File: src/rtl/alu_sequencer.sv
// alu_sequencer: command front end for the external 8-bit add/xor/nand ALU.
// Holds a small register file, drives the ALU operands and returns results.
module alu_sequencer #(
  parameter int DATA_W = 8,
  parameter int REG_AW = 2
) (
  input  logic              clk,
  input  logic              rst_n,
  input  logic              cmd_valid,
  output logic              cmd_ready,
  input  logic [1:0]        cmd_op,
  input  logic [REG_AW-1:0] cmd_dst,
  input  logic [REG_AW-1:0] cmd_src_a,
  input  logic [REG_AW-1:0] cmd_src_b,
  input  logic [DATA_W-1:0] cmd_imm,
  output logic [1:0]        alu_opcode,
  output logic [DATA_W-1:0] alu_a,
  output logic [DATA_W-1:0] alu_b,
  input  logic [DATA_W-1:0] alu_out,
  output logic              rsp_valid,
  input  logic              rsp_ready,
  output logic [DATA_W-1:0] rsp_data,
  output logic [REG_AW-1:0] rsp_dst
);

  localparam int NREG = 1 << REG_AW;
  localparam logic [1:0] OP_LOAD = 2'b11;

  typedef enum logic [1:0] {
    IDLE,
    EXEC,
    RESP
  } state_t;

  typedef struct packed {
    logic [1:0]        op;
    logic [REG_AW-1:0] dst;
    logic [DATA_W-1:0] imm;
  } cmd_t;

  state_t            state;
  state_t            state_nxt;
  cmd_t              cur;
  logic [DATA_W-1:0] rf [NREG];
  logic [DATA_W-1:0] result;
  logic              accept;
  logic              exec_wr;
  logic              rsp_fire;

  always_ff @(posedge clk or negedge rst_n) begin
    if (!rst_n) begin
      state <= IDLE;
    end else begin
      state <= state_nxt;
    end
  end

  always_comb begin
    state_nxt = state;
    cmd_ready = 1'b0;
    rsp_valid = 1'b0;
    accept    = 1'b0;
    exec_wr   = 1'b0;
    rsp_fire  = 1'b0;
    unique case (state)
      IDLE: begin
        cmd_ready = rst_n;
        accept    = cmd_valid & rst_n;
        if (accept) begin
          state_nxt = EXEC;
        end
      end
      EXEC: begin
        exec_wr   = 1'b1;
        state_nxt = RESP;
      end
      RESP: begin
        rsp_valid = 1'b1;
        rsp_fire  = rsp_ready;
        if (rsp_fire) begin
          state_nxt = IDLE;
        end
      end
      default: begin
        state_nxt = IDLE;
      end
    endcase
  end

  // Load bypasses the ALU; everything else passes alu_out through untouched.
  always_comb begin
    result = alu_out;
    unique case (1'b1)
      (cur.op == OP_LOAD): result = cur.imm;
      default:             result = alu_out;
    endcase
  end

  always_ff @(posedge clk or negedge rst_n) begin
    if (!rst_n) begin
      alu_opcode <= '0;
      alu_a      <= '0;
      alu_b      <= '0;
      cur        <= '0;
      rsp_data   <= '0;
      rsp_dst    <= '0;
      for (int i = 0; i < NREG; i++) begin
        rf[i] <= '0;
      end
    end else begin
      if (accept) begin
        alu_opcode <= cmd_op;
        alu_a      <= rf[cmd_src_a];
        alu_b      <= rf[cmd_src_b];
        cur.op     <= cmd_op;
        cur.dst    <= cmd_dst;
        cur.imm    <= cmd_imm;
      end
      // Write lands before IDLE, so the next command sees it.
      if (exec_wr) begin
        rf[cur.dst] <= result;
        rsp_data    <= result;
        rsp_dst     <= cur.dst;
      end
    end
  end

endmodule
File: config.mk
export PLATFORM = sky130hd
export DESIGN_NAME = alu_sequencer
export DESIGN_NICKNAME = d
export VERILOG_FILES = /design/src/rtl/alu_sequencer.sv
export SDC_FILE = /design/constraint.sdc
export NUM_CORES = 1
export LEC_CHECK = 0
export BUFFER_PORTS_ARGS = -buffer_cell sky130_fd_sc_hd__buf_2
export CORE_MARGIN = 2
export CORE_UTILIZATION = 50
export DETAILED_ROUTE_END_ITERATION = 10
export MAX_ROUTING_LAYER = met4
export PLACE_DENSITY = 0.81
export SLEW_MARGIN = 20
export SYNTH_ARGS = -nofsm -noshare
export SYNTH_HDL_FRONTEND = slang
export SYNTH_SLANG_ARGS = --single-unit
export TNS_END_PERCENT = 100
File: constraint.sdc
create_clock -name clk -period 2.02 [get_ports clk]
set_input_delay 0.505 -clock clk [delete_from_list [all_inputs] [get_ports clk]]
set_output_delay 0.505 -clock clk [all_outputs]
set_load 0.01 [all_outputs]
==> metrics, run 1 <==
root buffer cell=clkbuf_8; initial antenna violation count=0; syn_nets=roughly 260; Synth Instances=234; final hold vios=0; CTS tree=done; RSZ-0062 raised after global routing=no; Final HPWL DP=4200 um; Yosys Warn Count=0; Finished Cell Area=~0.0037 mm^2; Worst slew margin=0.415; Die Span Y=about 84 um; clk sink count=72; hold_buf cts=0; Initial Utilization=0.509; global-route usage over all layers=0.200; Ant. Diodes=0; minimum clock period=1.79 ns; gr ovfl total=0; Pre-antenna DRT Iters=4; Crit path arrival time=between 1 and 1.5 ns; startpoint types=flop; H-tree depth=3; FMAX=around 560 MHz; largest net degree at the start of global routing=73; fillers=550; area of the die=roughly 0.0070 mm^2; wire length per cell=~17 um; setup_tns=0 ns; synthesized area=between 0.003 and 0.004 mm^2; number of global-route vias before repair=roughly 2,100; DR vias=slightly above 2,000; drt via density=~5.5; GR met3 Demand/Resource=0.0415; CTS Buf Count=9; Leak=~0.0016 uW; Clk network pwr share=0.223; Skew-Pair Late Insertion Delay=between 0.3 and 0.4 ns; pwr/cell area=1410 mW/mm^2; CORE AREA=around 0.0062 mm^2; Die W=between 80 and 90 um; critical path type=reg -> out; switching share of power=0.313; register clock-pin slew on the reported worst setup and hold paths=about 0.070 ns; first-pass GRT wire length=10,500 um; Routed Antenna Nets=0; DP Area=about 0.0035 mm^2; Area Growth Syn to Fin=16.2%; CTS Buffer Depth=2; met1 usage=0.274; Required @ worst endpoint=between 1.5 and 2 ns; Initial DRC Count=126; Max Cap Violations=0; Cell variety after synth=24; Seq/Total Area, Yosys=0.568; Peak VDD IR=0.663 mV; sequential power share=0.479; #FFs+latches synth=approximately 70; Crit. End Element=output port; Worst Max-Slew Pin Slew=0.878 ns; final cycle utilization of the critical path=0.888; final wirelength=~6200 um; syn_area_per_cell=13.6 um^2; Final nets=about 320; Int Pwr=3560 uW; GPL Wtd Cong=around 0.73; final setup fails=0; num ports=58; num rows=29; Gate power share=0.299; P_sw=roughly 1600 uW; Resized Gates After CTS=0; # Post-CTS Setup Buffers=0; status=completed; layout cells sized above 1=0.435; met2 Usage GRT=0.296; Layout Skew=0.0110 ns; count of buffers from port buffering=57; GR peak layer=met2; Max Slew Vio Count=0; Hold Path Class=in -> reg; Worst Path Max Fanout=7; drt drc=0
## routing by layer
metal	part of all wire	vias to the layer above
met5	0	-
met4	0.019	0
met3	0.058	11
met2	0.47	61
met1	0.45	1029
li1	-	945
## Yosys cell counts, drive strengths merged
cell type  count  share of area
a21oi         24          0.038
and2           1         0.0028
and4bb         2         0.0079
buf           14          0.029
clkbuf         3         0.0043
dfrtp         72           0.57
inv            1         0.0012
mux2          30           0.12
mux2i          8          0.025
mux4          16           0.11
nand2         17          0.020
nand2b         1         0.0020
nand4b         1         0.0028
nor2          24          0.028
nor3b          1         0.0039
nor4b          1         0.0075
o21ai         17          0.027
or2b           1         0.0024
## flip-flops by register name (all words and copies together) (netlist names)
register  count
alu_a         8
alu_b         8
cur          12
rf           32
rsp_data      8
rsp_dst       2
state         2
## worst max-delay path: stages (launching register included)
cell     delay, ns
dfrtp_1       0.50
or2b_1        0.29
inv_1         0.05
buf_2         0.12
## cells in the final DEF, fill, tap and decap left out, drive strengths merged, types with 2 or more instances in the layout
cell type and n:
a21oi 24, and4bb 2, buf 61, clkbuf 11, clkinv 2, clkinvlp 2
dfrtp 72, mux2 30, mux2i 8, mux4 16, nand2 17, nor2 24
o21ai 17
## area by class of cell
type | instances | area (um^2) | share of cell area
Clock buffer | 11 | 151 | 0.0411
Multi-Input combinational cell | 144 | 1260 | 0.343
Tap cell | 77 | 96.3 | 0.0261
Clock inverter | 5 | 55.1 | 0.0149
Timing Repair Buffer | 61 | 315 | 0.0855
Inverter | 1 | 3.75 | 0.00102
Sequential cell | 72 | 1800 | 0.489
## logic make-up (layout without fill, tap and decap cells)
| kind of cell | after synthesis | after routing | share of synthesized area |
|---|---|---|---|
| compound gates | 41 | 41 | 0.0646 |
| buf+inv | 18 | 78 | 0.0343 |
| flops | 72 | 72 | 0.568 |
| mux | 54 | 54 | 0.256 |
| simple gates | 49 | 49 | 0.0777 |
## metrics by stage
stage | instances | setup slack (ns) | power, uW | util | hold WS, ns
4_1_cts | 371 | 0.216 | 5230 | 0.591 | 0.333
5_1_grt | 371 | 0.146 | 5540 | 0.591 | 0.369
3_3_place_gp | 355 | 0.272 | 3960 | 0.558 | 0.470
6_report | 371 | 0.225 | 5190 | 0.591 | 0.352
2_1_floorplan | 234 | 0.387 | 3510 | - | 0.209
3_5_place_dp | 355 | 0.249 | 4070 | 0.558 | 0.474
## power groups by stage
| stage | clock network [uW] | logic, uW | registers, uW |
|---|---|---|---|
| after floorplan | 0 | 1000 | 2510 |
| after global placement | 0 | 1500 | 2460 |
| after detailed placement | 0 | 1560 | 2510 |
| after CTS | 1170 | 1570 | 2490 |
| after global routing | 1240 | 1730 | 2560 |
| final | 1150 | 1550 | 2480 |
## final timing paths
path / endpoint / cells after the start / start / slack (ns)
min in group asynchronous: alu_a[7] / 2 / rst_n / 0.39
min: state[1] / 2 / rsp_ready / 0.35
max in group asynchronous: rf[17] / 2 / rst_n / 1.07
max reg2reg: cur[11] / 3 / state[1] / 0.36
max: rsp_valid / 3 / state[1] / 0.23
min reg2reg: rsp_data[1] / 2 / rsp_data[1] / 0.50
Power figures use the tool's default switching activity.
==> run 2: changes to the inputs <==
- ABC_AREA: default -> 1
- PLACE_DENSITY: 0.81 -> 0.8
- clock period: 2.02 -> 2.27 ns (I/O delays scaled with it)
==> run 2 against run 1 <==
Compared with the run above:
- critical path type unchanged
- critical endpoint is now cmd_ready
- area after synthesis is 11% higher
- clock skew decreased by 0.0021 ns
- sequential power is 15% lower
==> metrics, run 2 <==
status=completed; CP max stage cell=dfrtp_1; startpoint types=flop; post-synth top area share=0.513; syn_nets=480; clk sink count=just over 70; wire length per cell=approximately 14 um; most frequent cells in the layout=nand2_1 (201), dfrtp_1 (72), buf_2 (57); Crit. End Element=output port; Resized Gates After CTS=0; Synth Instances=around 450; met2 Usage GRT=0.376; num rows=30; max reg flops=32; pwr/cell area=1190 mW/mm^2; top-count cell post-synth=nand2_1; Worst Max-Slew Pin Slew=approximately 0.56 ns; GPL Wtd Cong=between 0.8 and 0.9; Required @ worst endpoint=around 1.7 ns; register area=around 0.0018 mm^2; Crit path arrival time=between 1 and 1.5 ns; Synth Flop Type=dfrtp_1; drt drc=0; GR met3 Demand/Resource=0.0368; Hold Path Class=in -> async; R2R Path End=alu_a[7]; total power=approximately 4800 uW; DR vias=3,019; global-route usage over all layers=0.243; hold_buf cts=0; register clock-pin slew on the reported worst setup and hold paths=roughly 0.080 ns; synth top area cells=dfrtp_1 (51%), nand2_1 (21%), inv_1 (5.0%), nand3_1 (4.6%), o21ai_0 (4.4%); CORE AREA=0.00679 mm^2; # Post-CTS Setup Buffers=0; Cell variety after synth=19; minimum clock period=between 1.5 and 2 ns; #FFs+latches synth=72; FMAX=roughly 560 MHz; GR peak layer=met2; Die W=a little under 90 um; Layout Skew=~0.0089 ns; final worst setup slack=about 0.48 ns; Seq/Total Area, Yosys=0.513; setup_tns=0 ns; CTS tree=done; layout cells sized above 1=0.198; area of the multi-input gates=~0.0014 mm^2; Routed Antenna Nets=0; area of the die=0.00771 mm^2; Max Slew Vio Count=0; Max Cap Violations=0; final hold vios=0; critical path type=reg -> out; met1 usage=0.326; Pre-antenna DRT Iters=5; Yosys Warn Count=0; Skew-Pair Late Insertion Delay=roughly 0.35 ns; number of global-route vias before repair=just under 3,000; gr ovfl total=0; CTS Buffer Depth=2; most flop-heavy register=rf; H-tree depth=3; CP max stage delay=between 0.4 and 0.5 ns; RSZ-0062 raised after global routing=no; final setup fails=0; Ant. Diodes=0; Async SR Flop Fraction=1.00; root buffer cell=clkbuf_8; Leak=around 0.0023 uW; final wirelength=between 8000 and 9000 um; Reg2Reg Depth=6; Post-synth EDFFs=0; top flop regs=rf x32, cur x12; initial antenna violation count=0; Initial Utilization=0.517; count of buffers from port buffering=57; Die Span Y=87.8 um; fillers=slightly above 600; Final nets=around 530; largest area contributor in the netlist=dfrtp_1; reg2reg setup slack=between 0.8 and 0.9 ns; most instantiated cells after synthesis=nand2_1 (201), dfrtp_1 (72), inv_1 (47), nand3_1 (32), o21ai_0 (31); Worst slew margin=0.627; num ports=58; Initial DRC Count=around 270; pre-CTS setup slack=0.502 ns; Final HPWL DP=~5500 um; synthesized area=between 0.003 and 0.004 mm^2; Area Growth Syn to Fin=14.9%; largest net degree at the start of global routing=70; Worst Path Max Fanout=2; syn_area_per_cell=about 7.8 um^2; critical-path cell list=inv_2, nand2_4, nor2_1, buf_2; Peak VDD IR=~0.53 mV; CTS Buf Count=9; final cycle utilization of the critical path=0.787; drt via density=between 5 and 6; first-pass GRT wire length=approximately 14,000 um; most common cell after layout, fill and taps aside=nand2_1; origin of the critical flop-to-flop path=state[1]
==> run 2: worst max-delay path by stage <==
stage	start	to	slack, ns	cells past startpoint
final	state[1]	cmd_ready	0.48	4
after CTS	state[1]	cmd_ready	0.48	4
after global routing	state[1]	cmd_ready	0.43	4
after floorplan	state[1]	cmd_ready	0.94	3
after detailed placement	rst_n	alu_a[0]	0.50	6
after global placement	rst_n	alu_b[6]	0.53	6
==> run 2: metrics by stage <==
stage | hold WS, ns | utilization | cells | instance area [um^2]
floorplan | 0.272 | - | 452 | 3510
global placement | 0.433 | 0.558 | 585 | 3790
detailed placement | 0.436 | 0.558 | 585 | 3790
CTS | 0.0553 | 0.594 | 601 | 4040
global route | 0.0547 | 0.594 | 601 | 4040
finish | 0.0614 | 0.594 | 601 | 4040
==> run 2: where the power goes <==
part | internal [uW] | switching, uW
Sequential | 1800 | 299
Combinational | 569 | 920
Clock | 731 | 500
Total | 3100 | 1720
==> run 2: kinds of logic (layout without fill, tap and decap cells) <==
logic type | Yosys count | in the layout | share of synthesized area
buf+inv | 74 | 127 | 0.101
compound gates | 53 | 53 | 0.0777
flops | 72 | 72 | 0.513
simple gates | 253 | 253 | 0.308
==> run 2: critical path: cells and delay by family (launching register included) <==
kind	cells	cell delay (ns)
buffers and inverters	2	0.25
AND/OR/NAND/NOR	2	0.17
flip-flops	1	0.45
==> run 2: final cells by class <==
class	instances	area share
clock inverters	7	0.0298
inverters	52	0.0502
clock buffers	9	0.0307
repair buffers	59	0.0775
flip-flops and latches	72	0.446
multi-input cells	306	0.336
well taps	96	0.0298
==> run 2: routing by layer <==
metal / routed length (um) / part of all wire / vias to the layer above
met2: 3780 / 0.46 / 125
met4: 133 / 0.016 / 0
li1: - / - / 1493
met1: 3760 / 0.46 / 1389
met5: 0 / 0 / -
met3: 515 / 0.063 / 12
